$ cat config.mk
export PLATFORM = sky130hd
export DESIGN_NAME = axi4l_wb_master_bridge_flat
export DESIGN_NICKNAME = d
export VERILOG_FILES = /design/src/rtl/axi4l_wb_master_bridge_if.sv /design/src/rtl/axi4l_wb_master_bridge.sv /design/src/flat_wrapper.sv
export SDC_FILE = /design/constraint.sdc
export NUM_CORES = 1
export LEC_CHECK = 0
export BUFFER_PORTS_ARGS = -buffer_cell sky130_fd_sc_hd__buf_2
export CAP_MARGIN = 20
export CORE_MARGIN = 2
export CORE_UTILIZATION = 44
export CTS_CLUSTER_SIZE = 12
export DETAILED_ROUTE_END_ITERATION = 7
export GPL_ROUTABILITY_DRIVEN = 0
export PLACE_DENSITY = 0.81
export SETUP_SLACK_MARGIN = 0.05
export SYNTH_ARGS = -nofsm -noshare
export SYNTH_HDL_FRONTEND = slang
export SYNTH_SLANG_ARGS = --single-unit
$ cat constraint.sdc
create_clock -name clk_i -period 2.2 [get_ports clk_i]
set_input_delay 0.22 -clock clk_i [delete_from_list [all_inputs] [get_ports clk_i]]
set_output_delay 0.22 -clock clk_i [all_outputs]
set_load 0.03 [all_outputs]
$ cat src/rtl/axi4l_wb_master_bridge_if.sv
// Bus interfaces for the AXI4-Lite to wishbone master bridge.
//   axi4l_if : AXI4-Lite channel bundle; the bridge connects through the slave modport.
//   wb_if    : wishbone classic bundle; the bridge connects through the master modport.
// Signal suffixes on wb_if (_o/_i) are from the wishbone master's point of view.

interface axi4l_if #(
   parameter int ADDR_WIDTH = 32
);
   logic [ADDR_WIDTH-1:0] aw_addr;
   logic                  aw_valid;
   logic                  aw_ready;
   logic [31:0]           w_data;
   logic [3:0]            w_strb;
   logic                  w_valid;
   logic                  w_ready;
   logic [1:0]            b_resp;
   logic                  b_valid;
   logic                  b_ready;
   logic [ADDR_WIDTH-1:0] ar_addr;
   logic                  ar_valid;
   logic                  ar_ready;
   logic [31:0]           r_data;
   logic [1:0]            r_resp;
   logic                  r_valid;
   logic                  r_ready;

   modport master (
      output aw_addr, aw_valid, w_data, w_strb, w_valid, b_ready,
             ar_addr, ar_valid, r_ready,
      input  aw_ready, w_ready, b_resp, b_valid, ar_ready, r_data, r_resp, r_valid
   );

   modport slave (
      input  aw_addr, aw_valid, w_data, w_strb, w_valid, b_ready,
             ar_addr, ar_valid, r_ready,
      output aw_ready, w_ready, b_resp, b_valid, ar_ready, r_data, r_resp, r_valid
   );
endinterface

interface wb_if #(
   parameter int ADDR_WIDTH = 32
);
   logic [ADDR_WIDTH-1:0] wb_adr_o;
   logic [31:0]           wb_dat_o;
   logic [3:0]            wb_sel_o;
   logic                  wb_we_o;
   logic                  wb_cyc_o;
   logic                  wb_stb_o;
   logic [31:0]           wb_dat_i;
   logic                  wb_ack_i;
   logic                  wb_err_i;

   modport master (
      output wb_adr_o, wb_dat_o, wb_sel_o, wb_we_o, wb_cyc_o, wb_stb_o,
      input  wb_dat_i, wb_ack_i, wb_err_i
   );

   modport slave (
      input  wb_adr_o, wb_dat_o, wb_sel_o, wb_we_o, wb_cyc_o, wb_stb_o,
      output wb_dat_i, wb_ack_i, wb_err_i
   );
endinterface

$ cat src/rtl/axi4l_wb_master_bridge.sv
// AXI4-Lite slave to single-outstanding wishbone classic master bridge.
// Each AXI read or write becomes exactly one wishbone cycle; reads and writes
// are round-robin arbitrated when both are pending, wishbone err maps to SLVERR.
// Optional bus-timeout watchdog: define AXI4L_WB_TIMEOUT_EN to compile it in
// (aborts with DECERR after TIMEOUT_CYCLES cycles without ack/err).

module axi4l_wb_master_bridge #(
   parameter int ADDR_WIDTH     = 32,
   parameter int DATA_WIDTH     = 32,
   parameter int TIMEOUT_CYCLES = 255
) (
   input  logic   clk_i,
   input  logic   rst_i,
   axi4l_if.slave axi,
   wb_if.master   wb,
   output logic   timeout_o
);

   localparam int STRB_WIDTH = DATA_WIDTH / 8;

   localparam logic [1:0] RESP_OKAY   = 2'b00;
   localparam logic [1:0] RESP_SLVERR = 2'b10;
   localparam logic [1:0] RESP_DECERR = 2'b11;

   typedef enum logic [2:0] {
      IDLE,
      WB_WR,
      WB_RD,
      BRESP,
      RRESP
   } state_t;

   state_t state_q;
   state_t state_d;

   // Round-robin pointer: 1 means a write wins when both types are pending.
   logic pref_wr_q;

   logic wr_pend;
   logic rd_pend;
   logic in_idle;
   logic wr_acc;
   logic rd_acc;
   logic wb_active;
   logic wb_term;
   logic to_hit;

   // ------------------------------------------------------------------
   // Arbitration: AW and W must both be valid for a write to be pending.
   // ------------------------------------------------------------------
   assign wr_pend   = axi.aw_valid && axi.w_valid;
   assign rd_pend   = axi.ar_valid;
   assign in_idle   = (state_q == IDLE) && !rst_i;
   assign wr_acc    = in_idle && wr_pend && (pref_wr_q || !rd_pend);
   assign rd_acc    = in_idle && rd_pend && (!pref_wr_q || !wr_pend);
   assign wb_active = (state_q == WB_WR) || (state_q == WB_RD);
   assign wb_term   = wb_active && (wb.wb_ack_i || wb.wb_err_i);

`ifdef AXI4L_WB_TIMEOUT_EN
   localparam int CNT_RAW   = $clog2(TIMEOUT_CYCLES + 1);
   localparam int CNT_WIDTH = (CNT_RAW < 8) ? 8 : CNT_RAW;

   logic [CNT_WIDTH-1:0] to_cnt_q;

   // Watchdog counter: cleared on accept, counts every cycle a wishbone cycle is open.
   always_ff @(posedge clk_i) begin
      if (rst_i) begin
         to_cnt_q <= '0;
      end else if (wr_acc || rd_acc) begin
         to_cnt_q <= '0;
      end else if (wb_active) begin
         to_cnt_q <= to_cnt_q + 1'b1;
      end
   end

   // A real ack/err in the expiry cycle takes precedence over the abort.
   assign to_hit = wb_active && !wb.wb_ack_i && !wb.wb_err_i &&
                   (to_cnt_q == CNT_WIDTH'(TIMEOUT_CYCLES));
`else
   // Watchdog compiled out: never aborts (comparison is constant false
   // for any legal TIMEOUT_CYCLES and keeps the parameter referenced).
   assign to_hit = (TIMEOUT_CYCLES < 0);
`endif

   // State register.
   always_ff @(posedge clk_i) begin
      // NOTE: sequential state is updated with non-blocking assignments so every
      // flop samples pre-edge values regardless of block ordering.
      if (rst_i) begin
         state_q <= IDLE;
      end else begin
         state_q <= state_d;
      end
   end

   // Next-state logic.
   always_comb begin
      // NOTE: default first so every path assigns state_d and no latch is inferred.
      state_d = state_q;
      case (state_q)
         IDLE: begin
            if (wr_acc) begin
               state_d = WB_WR;
            end else if (rd_acc) begin
               state_d = WB_RD;
            end
         end
         WB_WR: begin
            if (wb_term || to_hit) begin
               state_d = BRESP;
            end
         end
         WB_RD: begin
            if (wb_term || to_hit) begin
               state_d = RRESP;
            end
         end
         BRESP: begin
            if (axi.b_ready) begin
               state_d = IDLE;
            end
         end
         RRESP: begin
            if (axi.r_ready) begin
               state_d = IDLE;
            end
         end
         default: state_d = IDLE;
      endcase
   end

   // State-decoded outputs: readies only in IDLE, cyc/stb only while a wishbone cycle is open.
   always_comb begin
      axi.aw_ready = 1'b0;
      axi.w_ready  = 1'b0;
      axi.ar_ready = 1'b0;
      axi.b_valid  = 1'b0;
      axi.r_valid  = 1'b0;
      wb.wb_cyc_o  = 1'b0;
      wb.wb_stb_o  = 1'b0;
      case (state_q)
         IDLE: begin
            axi.aw_ready = wr_acc;
            axi.w_ready  = wr_acc;
            axi.ar_ready = rd_acc;
         end
         WB_WR, WB_RD: begin
            wb.wb_cyc_o = 1'b1;
            wb.wb_stb_o = 1'b1;
         end
         BRESP: axi.b_valid = 1'b1;
         RRESP: axi.r_valid = 1'b1;
         default: ;
      endcase
   end

   // Request capture: address, data, select and direction are latched on accept
   // and held for the whole wishbone cycle; the arbitration pointer flips to the other type.
   always_ff @(posedge clk_i) begin
      // NOTE: datapath registers are reset too, since every output must read 0 after reset.
      if (rst_i) begin
         wb.wb_adr_o <= '0;
         wb.wb_dat_o <= '0;
         wb.wb_sel_o <= '0;
         wb.wb_we_o  <= 1'b0;
         pref_wr_q   <= 1'b1;
      end else if (wr_acc) begin
         wb.wb_adr_o <= axi.aw_addr;
         wb.wb_dat_o <= axi.w_data;
         wb.wb_sel_o <= axi.w_strb;
         wb.wb_we_o  <= 1'b1;
         pref_wr_q   <= 1'b0;
      end else if (rd_acc) begin
         wb.wb_adr_o <= axi.ar_addr;
         wb.wb_sel_o <= {STRB_WIDTH{1'b1}};
         wb.wb_we_o  <= 1'b0;
         pref_wr_q   <= 1'b1;
      end
   end

   // Response capture: err beats ack, ack beats timeout; values hold through the AXI response phase.
   always_ff @(posedge clk_i) begin
      if (rst_i) begin
         axi.b_resp <= RESP_OKAY;
         axi.r_resp <= RESP_OKAY;
         axi.r_data <= '0;
         timeout_o  <= 1'b0;
      end else begin
         timeout_o <= 1'b0;
         if (state_q == WB_WR) begin
            if (wb.wb_err_i) begin
               axi.b_resp <= RESP_SLVERR;
            end else if (wb.wb_ack_i) begin
               axi.b_resp <= RESP_OKAY;
            end else if (to_hit) begin
               axi.b_resp <= RESP_DECERR;
               timeout_o  <= 1'b1;
            end
         end
         if (state_q == WB_RD) begin
            if (wb.wb_err_i) begin
               axi.r_resp <= RESP_SLVERR;
               axi.r_data <= '0;
            end else if (wb.wb_ack_i) begin
               axi.r_resp <= RESP_OKAY;
               axi.r_data <= wb.wb_dat_i;
            end else if (to_hit) begin
               axi.r_resp <= RESP_DECERR;
               axi.r_data <= '0;
               timeout_o  <= 1'b1;
            end
         end
      end
   end

endmodule

$ cat src/flat_wrapper.sv
// flat-port wrapper written by rule: the top's interface ports become plain ports
module axi4l_wb_master_bridge_flat 
#(
   parameter int ADDR_WIDTH     = 32,
   parameter int DATA_WIDTH     = 32,
   parameter int TIMEOUT_CYCLES = 255
)
  (clk_i, rst_i, timeout_o, axi_aw_addr, axi_aw_valid, axi_w_data, axi_w_strb, axi_w_valid, axi_b_ready, axi_ar_addr, axi_ar_valid, axi_r_ready, axi_aw_ready, axi_w_ready, axi_b_resp, axi_b_valid, axi_ar_ready, axi_r_data, axi_r_resp, axi_r_valid, wb_wb_adr_o, wb_wb_dat_o, wb_wb_sel_o, wb_wb_we_o, wb_wb_cyc_o, wb_wb_stb_o, wb_wb_dat_i, wb_wb_ack_i, wb_wb_err_i);
  axi4l_if #(.ADDR_WIDTH(ADDR_WIDTH)) axi_i ();
  wb_if #(.ADDR_WIDTH(ADDR_WIDTH)) wb_i ();
  input  logic clk_i;
  input  logic rst_i;
  output logic timeout_o;
  input wire logic [$bits(axi_i.aw_addr)-1:0] axi_aw_addr;
  input wire logic [$bits(axi_i.aw_valid)-1:0] axi_aw_valid;
  input wire logic [$bits(axi_i.w_data)-1:0] axi_w_data;
  input wire logic [$bits(axi_i.w_strb)-1:0] axi_w_strb;
  input wire logic [$bits(axi_i.w_valid)-1:0] axi_w_valid;
  input wire logic [$bits(axi_i.b_ready)-1:0] axi_b_ready;
  input wire logic [$bits(axi_i.ar_addr)-1:0] axi_ar_addr;
  input wire logic [$bits(axi_i.ar_valid)-1:0] axi_ar_valid;
  input wire logic [$bits(axi_i.r_ready)-1:0] axi_r_ready;
  output wire logic [$bits(axi_i.aw_ready)-1:0] axi_aw_ready;
  output wire logic [$bits(axi_i.w_ready)-1:0] axi_w_ready;
  output wire logic [$bits(axi_i.b_resp)-1:0] axi_b_resp;
  output wire logic [$bits(axi_i.b_valid)-1:0] axi_b_valid;
  output wire logic [$bits(axi_i.ar_ready)-1:0] axi_ar_ready;
  output wire logic [$bits(axi_i.r_data)-1:0] axi_r_data;
  output wire logic [$bits(axi_i.r_resp)-1:0] axi_r_resp;
  output wire logic [$bits(axi_i.r_valid)-1:0] axi_r_valid;
  output wire logic [$bits(wb_i.wb_adr_o)-1:0] wb_wb_adr_o;
  output wire logic [$bits(wb_i.wb_dat_o)-1:0] wb_wb_dat_o;
  output wire logic [$bits(wb_i.wb_sel_o)-1:0] wb_wb_sel_o;
  output wire logic [$bits(wb_i.wb_we_o)-1:0] wb_wb_we_o;
  output wire logic [$bits(wb_i.wb_cyc_o)-1:0] wb_wb_cyc_o;
  output wire logic [$bits(wb_i.wb_stb_o)-1:0] wb_wb_stb_o;
  input wire logic [$bits(wb_i.wb_dat_i)-1:0] wb_wb_dat_i;
  input wire logic [$bits(wb_i.wb_ack_i)-1:0] wb_wb_ack_i;
  input wire logic [$bits(wb_i.wb_err_i)-1:0] wb_wb_err_i;
  assign axi_i.aw_addr = axi_aw_addr;
  assign axi_i.aw_valid = axi_aw_valid;
  assign axi_i.w_data = axi_w_data;
  assign axi_i.w_strb = axi_w_strb;
  assign axi_i.w_valid = axi_w_valid;
  assign axi_i.b_ready = axi_b_ready;
  assign axi_i.ar_addr = axi_ar_addr;
  assign axi_i.ar_valid = axi_ar_valid;
  assign axi_i.r_ready = axi_r_ready;
  assign axi_aw_ready = axi_i.aw_ready;
  assign axi_w_ready = axi_i.w_ready;
  assign axi_b_resp = axi_i.b_resp;
  assign axi_b_valid = axi_i.b_valid;
  assign axi_ar_ready = axi_i.ar_ready;
  assign axi_r_data = axi_i.r_data;
  assign axi_r_resp = axi_i.r_resp;
  assign axi_r_valid = axi_i.r_valid;
  assign wb_wb_adr_o = wb_i.wb_adr_o;
  assign wb_wb_dat_o = wb_i.wb_dat_o;
  assign wb_wb_sel_o = wb_i.wb_sel_o;
  assign wb_wb_we_o = wb_i.wb_we_o;
  assign wb_wb_cyc_o = wb_i.wb_cyc_o;
  assign wb_wb_stb_o = wb_i.wb_stb_o;
  assign wb_i.wb_dat_i = wb_wb_dat_i;
  assign wb_i.wb_ack_i = wb_wb_ack_i;
  assign wb_i.wb_err_i = wb_wb_err_i;
  axi4l_wb_master_bridge #(.ADDR_WIDTH(ADDR_WIDTH), .DATA_WIDTH(DATA_WIDTH), .TIMEOUT_CYCLES(TIMEOUT_CYCLES)) u_core (.clk_i(clk_i), .rst_i(rst_i), .axi(axi_i), .wb(wb_i), .timeout_o(timeout_o));
endmodule
==> results_dict.tcl, run 1 <==
set metrics [dict create \
    crit_family "simple AND/OR/NAND/NOR gates" \
    area_delta_synth_final_pct 36.1 \
    drc_errors 0 \
    fin_total_pwr_w 0.00461 \
    preCtsSetupSlack_ns 0.341 \
    gr-total-overflow 0 \
    skew_ns 0.00803 \
    multi_input_area_mm2 0.00197 \
    final_setup_violation_count 0 \
    port_buffers 250 \
    worst_hold_path_type "in2reg" \
    ff_latch_area_mm2 0.00214 \
    power_leakage_nw 2.79 \
    critical-path-slowest-cell "sky130_fd_sc_hd__or4_4" \
    seq_area_frac_synth_pct 49.2 \
    timing.final.crit_share_pct 94.2 \
    worst-path-max-fanout 17 \
    clk_transition_reported_paths_ns 0.09 \
    initialDrtViolationCount 115 \
    antennaDiodeCount 0 \
    floorplan.io_pins 254 \
    grt_first_pass_wirelength_um 18600 \
    largest_net_degree_at_the_start_of_global_routing 69 \
    end_kind "output pin" \
    drt-total-wl_um 12800 \
    synth_largest_type_area_fraction_pct 49.2 \
    vias 4239 \
    ir_worst_vdd_v 0.000375 \
    clock_path_buffers 2 \
    max_freq_ghz 0.483 \
    filler_cell_count 854 \
    synthesis.instances 448 \
    first_global_vias 3955 \
    ys_types 40 \
    die_height_um 103 \
    power_density_mw_per_mm2 777 \
    finish.net_count 826 \
    worstSkewPairLatency_ns 0.35 \
    maxCapViolations 0 \
    synth_area_per_cell_um2 9.72 \
    synth-seq-cells 107 \
    yosysWarnings 0 \
    final_hold_viol_count 0 \
    cp.required_ns 1.98 \
    worst-endpoint-arrival_ns 1.85 \
    clock-root-buffer "sky130_fd_sc_hd__clkbuf_8" \
    post_route_setup_tns_ns 0 \
    dieWidth_um 103 \
    finish.utilization_pct 61.2 \
    detailedRoute.firstPassIterationCount 4 \
    post_route_cells_drive_above_1_share_pct 46.7 \
    timing.setup.critical_path_class "reg2out" \
    core_area_mm2 0.00968 \
    critical_path.max_stage_delay_ns 0.61 \
    timing.max_slew.rel_slack_pct 52.4 \
    grt_overall_usage_pct 22.2 \
    layout_setup_ws_ns 0.128 \
    tritoncts_clock_tree "built" \
    cp_num_buf_inv 2 \
    postRouteAntennaNets 0 \
    critical_path.cell_chain "or4_4, nor2_4, buf_12, buf_2" \
    dieArea_mm2 0.0107 \
    synth.area.top_cells "sky130_fd_sc_hd__dfxtp_1 (49%), sky130_fd_sc_hd__mux2_2 (8.3%), sky130_fd_sc_hd__nand3b_1 (5.5%)" \
    routed_wire_length_per_instance_um 15.5 \
    drv_slew 0 \
    floorplan.initialDensity_pct 45.0 \
    worst_slew_pin_slew_ns 0.714 \
    netlist.top_cell.by_area "sky130_fd_sc_hd__dfxtp_1" \
    synthesis.area_mm2 0.00436 \
    cts_bufs_inserted 9 \
    clkSinkCount 107 \
    grt_setup_unrepaired "false" \
    element_type_at_the_critical_path_start "register" \
    antenna_found_initial 1 \
    route.detailed.vias_per_inst 5.15 \
    cts.htree.levels 3 \
    post-dp-hpwl_um 9310 \
    row_count 36 \
    run_status "complete, no violations" \
    period_minus_slack_ns 2.07 \
]
==> through the flow <==
stage	instances	hold WS [ns]	cell area [µm²]
after detailed placement	804	0.440	5670
after CTS	821	0.0677	5910
after global placement	803	0.434	5650
after floorplan	450	0.366	4360
after global routing	823	0.0687	5930
final	823	0.0905	5930
==> metal layers <==
metal | wire length (µm) | track usage (%)
met1 | 5260 | 26.1
met2 | 6290 | 38.2
met3 | 943 | 6.65
met4 | 284 | 8.40
met5 | 13 | 0
==> report_power, final <==
part / leakage (nW) / switching, W / total (W) / internal (W)
clock: 0.106 / 0.000638 / 0.00123 / 0.000589
combinational: 1.81 / 0.000773 / 0.00121 / 0.000434
sequential: 0.873 / 0.0000791 / 0.00217 / 0.00209
total: 2.79 / 0.00149 / 0.00461 / 0.00312
==> repair_timing <==
action	4_1_cts	5_1_grt
setup buffers	0	1
hold buffers	0	0
cloned	1	0
setup endpoints to repair	2	2
gates resized for setup	1	0
pin swaps	0	2
==> kinds of logic (layout without fill, tap and decap cells) <==
| kind of cell | count (synthesis) | count (layout) | share of synthesized area, % |
|---|---|---|---|
| simple gates | 146 | 146 | 18.3 |
| compound gates | 115 | 115 | 17.8 |
| flops | 107 | 107 | 49.2 |
| buf+inv | 46 | 286 | 6.12 |
| mux | 32 | 32 | 8.27 |
| other cells | 1 | 3 | 0.0861 |
| xor+xnor | 1 | 1 | 0.201 |
==> path summary, 6_finish.rpt <==
| kind | endpoint | start | cells after the start | slack, ns |
|---|---|---|---|---|
| min reg2reg | u_core.axi.r_data[20] | u_core.axi.r_data[20] | 2 | 0.45 |
| max reg2reg | u_core.wb.wb_dat_o[20] | u_core.state_q[1] | 5 | 0.21 |
| min | u_core.wb.wb_dat_o[1] | axi_w_data[1] | 2 | 0.09 |
| max | axi_aw_ready | u_core.state_q[1] | 4 | 0.13 |
==> cell usage in the layout, fill, tap and decap left out, types with 4 or more instances in the layout <==
cell type,count
sky130_fd_sc_hd__a211oi_1,18
sky130_fd_sc_hd__a21oi_1,36
sky130_fd_sc_hd__a22oi_1,15
sky130_fd_sc_hd__buf_2,250
sky130_fd_sc_hd__buf_4,13
sky130_fd_sc_hd__clkbuf_8,11
sky130_fd_sc_hd__dfxtp_1,107
sky130_fd_sc_hd__mux2_2,32
sky130_fd_sc_hd__nand2_1,37
sky130_fd_sc_hd__nand3b_1,32
sky130_fd_sc_hd__nor2_1,32
sky130_fd_sc_hd__nor2b_1,32
sky130_fd_sc_hd__o22ai_1,18
sky130_fd_sc_hd__o2bb2ai_1,14
sky130_fd_sc_hd__o32ai_1,4
==> area by class of cell <==
class | instances | area share (%)
well taps | 133 | 2.81
clock inverters | 4 | 0.823
multi-input cells | 297 | 33.3
inverters | 3 | 0.190
flip-flops and latches | 107 | 36.1
clock buffers | 12 | 2.62
repair buffers | 267 | 24.1
==> synthesized netlist by cell type <==
library cell / number
sky130_fd_sc_hd__nor2_2: 1
sky130_fd_sc_hd__o21ai_0: 1
sky130_fd_sc_hd__nor2_1: 32
sky130_fd_sc_hd__a211oi_2: 1
sky130_fd_sc_hd__nor3_1: 2
sky130_fd_sc_hd__a21o_1: 2
sky130_fd_sc_hd__buf_1: 5
sky130_fd_sc_hd__nor2b_1: 32
sky130_fd_sc_hd__a32oi_1: 1
sky130_fd_sc_hd__clkbuf_8: 1
sky130_fd_sc_hd__nand3_1: 2
sky130_fd_sc_hd__o22ai_1: 18
sky130_fd_sc_hd__buf_4: 6
sky130_fd_sc_hd__and2_1: 1
sky130_fd_sc_hd__a22oi_1: 15
sky130_fd_sc_hd__nor4_1: 1
sky130_fd_sc_hd__a211oi_1: 18
sky130_fd_sc_hd__o21ai_1: 1
sky130_fd_sc_hd__clkbuf_1: 23
sky130_fd_sc_hd__nand2_1: 37
sky130_fd_sc_hd__dfxtp_1: 107
sky130_fd_sc_hd__conb_1: 1
sky130_fd_sc_hd__a21oi_1: 36
sky130_fd_sc_hd__or4_4: 1
sky130_fd_sc_hd__buf_2: 1
sky130_fd_sc_hd__nand3b_1: 32
sky130_fd_sc_hd__inv_1: 3
sky130_fd_sc_hd__nand2b_1: 2
sky130_fd_sc_hd__buf_6: 5
sky130_fd_sc_hd__mux2_2: 32
sky130_fd_sc_hd__o32ai_1: 4
sky130_fd_sc_hd__a31o_2: 1
sky130_fd_sc_hd__a21boi_0: 1
sky130_fd_sc_hd__nor3b_1: 2
sky130_fd_sc_hd__nor2_8: 1
sky130_fd_sc_hd__o2bb2ai_1: 14
sky130_fd_sc_hd__o31ai_1: 1
sky130_fd_sc_hd__xnor2_1: 1
sky130_fd_sc_hd__o2111ai_1: 1
sky130_fd_sc_hd__buf_8: 2
==> registers in the layout, indices dropped and copies added (netlist names) <==
| register | cells |
|---|---|
| u_core.axi.b_resp | 1 |
| u_core.wb.wb_adr_o | 32 |
| u_core.pref_wr_q | 1 |
| u_core.axi.r_resp | 1 |
| u_core.wb.wb_dat_o | 32 |
| u_core.state_q | 3 |
| u_core.wb.wb_we_o | 1 |
| u_core.wb.wb_sel_o | 4 |
| u_core.axi.r_data | 32 |
Note: power is estimated with default switching activity, not from simulation.
==> inputs of run 2 (changes only) <==
- BUFFER_PORTS_ARGS: -buffer_cell sky130_fd_sc_hd__buf_2 -> -buffer_cell sky130_fd_sc_hd__buf_4
- GPL_ROUTABILITY_DRIVEN: 0 -> 1
- TNS_END_PERCENT: not set -> 10
==> results_dict.tcl, run 2 (synthesis results as in run 1) <==
set metrics [dict create \
    final_hold_viol_count 0 \
    clock_path_buffers 2 \
    grt_first_pass_wirelength_um 19200 \
    worst-endpoint-arrival_ns 2.40 \
    worstReg2RegEnd "u_core.wb.wb_adr_o[10]" \
    critical_path.cell_chain "or4_4, buf_4, nor2_8, nor2_1, o2bb2ai_1" \
    postRouteAntennaNets 0 \
    dpl.cell_count 802 \
    post_route_cells_drive_above_1_share_pct 46.4 \
    timing.max_slew.rel_slack_pct 21.0 \
    worstRegToRegCells 5 \
    cp_num_buf_inv 1 \
    layout.cells.most_common "sky130_fd_sc_hd__buf_4" \
    hold_path_depth 2 \
    ir_worst_vdd_v 0.000397 \
    routed_wire_length_per_instance_um 16.0 \
    crit_family "simple AND/OR/NAND/NOR gates" \
    hold_path_end "u_core.wb.wb_dat_o[21]" \
    critical_path.max_stage_delay_ns 0.89 \
    tritoncts_clock_tree "built" \
    holdBufCountCts 0 \
    final_setup_violation_count 0 \
    timing.setup.critical_path_class "reg2reg" \
    hold_path_startpoint "axi_w_data[21]" \
    vias 4216 \
    clkSinkCount 107 \
    die_height_um 103 \
    cts.htree.levels 3 \
    filler_cell_count 772 \
    floorplan.initialDensity_pct 45.0 \
    skew_ns 0.0140 \
    multi_input_area_mm2 0.00197 \
    floorplan.io_pins 254 \
    critical-path-slowest-cell "sky130_fd_sc_hd__nor2_1" \
    area_delta_synth_final_pct 49.3 \
    max_freq_ghz 0.472 \
    run_status "complete, no violations" \
    gr-total-overflow 0 \
    grt_setup_unrepaired "false" \
    gp_congestion 0.748 \
    largest_net_degree_at_the_start_of_global_routing 49 \
    maxCapViolations 0 \
    initialDrtViolationCount 134 \
    grt_overall_usage_pct 22.9 \
    worst_slew_pin_slew_ns 1.18 \
    finish.net_count 823 \
    worst_hold_path_type "in2reg" \
    detailedRoute.firstPassIterationCount 4 \
    cp.required_ns 2.48 \
    clock-root-buffer "sky130_fd_sc_hd__clkbuf_8" \
    clk_transition_reported_paths_ns 0.11 \
    timing.final.crit_share_pct 96.4 \
    cts_bufs_inserted 9 \
    reg.largest.list "u_core.axi.r_data (32), u_core.wb.wb_adr_o (32), u_core.wb.wb_dat_o (32)" \
    ff_latch_area_mm2 0.00214 \
    final_cells 820 \
    post-dp-hpwl_um 9690 \
    drt-total-wl_um 13100 \
    row_count 36 \
    worstSkewPairLatency_ns 0.36 \
    power_density_mw_per_mm2 716 \
    port_buffers 250 \
    worst-path-max-fanout 14 \
    end_kind "register" \
    layout.cells.most_common_list "sky130_fd_sc_hd__buf_4 (261), sky130_fd_sc_hd__dfxtp_1 (106), sky130_fd_sc_hd__nand2_1 (37), sky130_fd_sc_hd__a21oi_1 (36)" \
    dieArea_mm2 0.0107 \
    antenna_found_initial 0 \
    post_route_setup_tns_ns 0 \
    power_leakage_nw 2.89 \
    core_area_mm2 0.00968 \
    element_type_at_the_critical_path_start "register" \
    antennaDiodeCount 0 \
    worstReg2RegStart "u_core.state_q[1]" \
    dieWidth_um 103 \
    setup.reg_to_reg.worst_slack_ns 0.08 \
    period_minus_slack_ns 2.12 \
    drv_slew 0 \
    drc_errors 0 \
    first_global_vias 4066 \
    route.detailed.vias_per_inst 5.14 \
]
## run 2: worst register-to-register path, cell delays in order (launching register included)
cell                        delay, ns
sky130_fd_sc_hd__dfxtp_1         0.53
sky130_fd_sc_hd__or4_4           0.22
sky130_fd_sc_hd__buf_4           0.16
sky130_fd_sc_hd__nor2_8          0.05
sky130_fd_sc_hd__nor2_1          0.89
sky130_fd_sc_hd__o2bb2ai_1       0.20
## run 2: worst max-delay path by stage
stage / from / end / slack, ns / depth (start not counted)
finish: u_core.state_q[1] / u_core.wb.wb_adr_o[10] / 0.08 / 5
global route: u_core.state_q[1] / u_core.wb.wb_adr_o[30] / 0.07 / 5
CTS: u_core.state_q[2] / axi_aw_ready / 0.09 / 4
detailed placement: u_core.state_q[1] / u_core.wb.wb_adr_o[10] / 0.29 / 4
global placement: u_core.state_q[2] / u_core.wb.wb_dat_o[1] / 0.37 / 4
floorplan: u_core.state_q[1] / u_core.wb.wb_dat_o[21] / 0.28 / 5
## run 2: per-layer routing
metal	up-vias	GRT usage [%]	wire, µm
met5	-	0	0
met4	0	8.81	311
met3	25	7.26	1270
met2	185	40.0	6430
met1	1954	26.0	5060
li1	2052	-	-
## run 2: final cells by class
type	instances	area share [%]
Multi-Input combinational cell	297	30.4
Clock inverter	4	0.539
Sequential cell	107	33.0
Clock buffer	12	2.23
Tap cell	133	2.56
Timing Repair Buffer	264	31.2
Inverter	3	0.173
## run 2: where the power goes
part / switching (W) / internal, W
sequential: 0.0000917 / 0.00209
clock: 0.000669 / 0.000456
combinational: 0.000764 / 0.000585
## run 2: timing repair
item                                    in CTS  in global routing
setup buffers                                1                  0
pin swaps                                    1                  0
cloned                                       1                  0
endpoints found under the setup margin       2                  2
resized for setup                            0                  1
## run 2: stage by stage
stage	utilization [%]	total power [W]	setup slack [ns]	cell area, µm²	hold slack [ns]
after CTS	67.1	0.00470	0.0929	6500	0.0610
final	67.1	0.00466	0.0794	6500	0.0795
after global placement	64.7	0.00352	0.367	6270	0.440
after detailed placement	64.9	0.00357	0.286	6280	0.444
after floorplan	-	0.00301	0.277	4360	0.366
after global routing	67.1	0.00488	0.0729	6500	0.0609
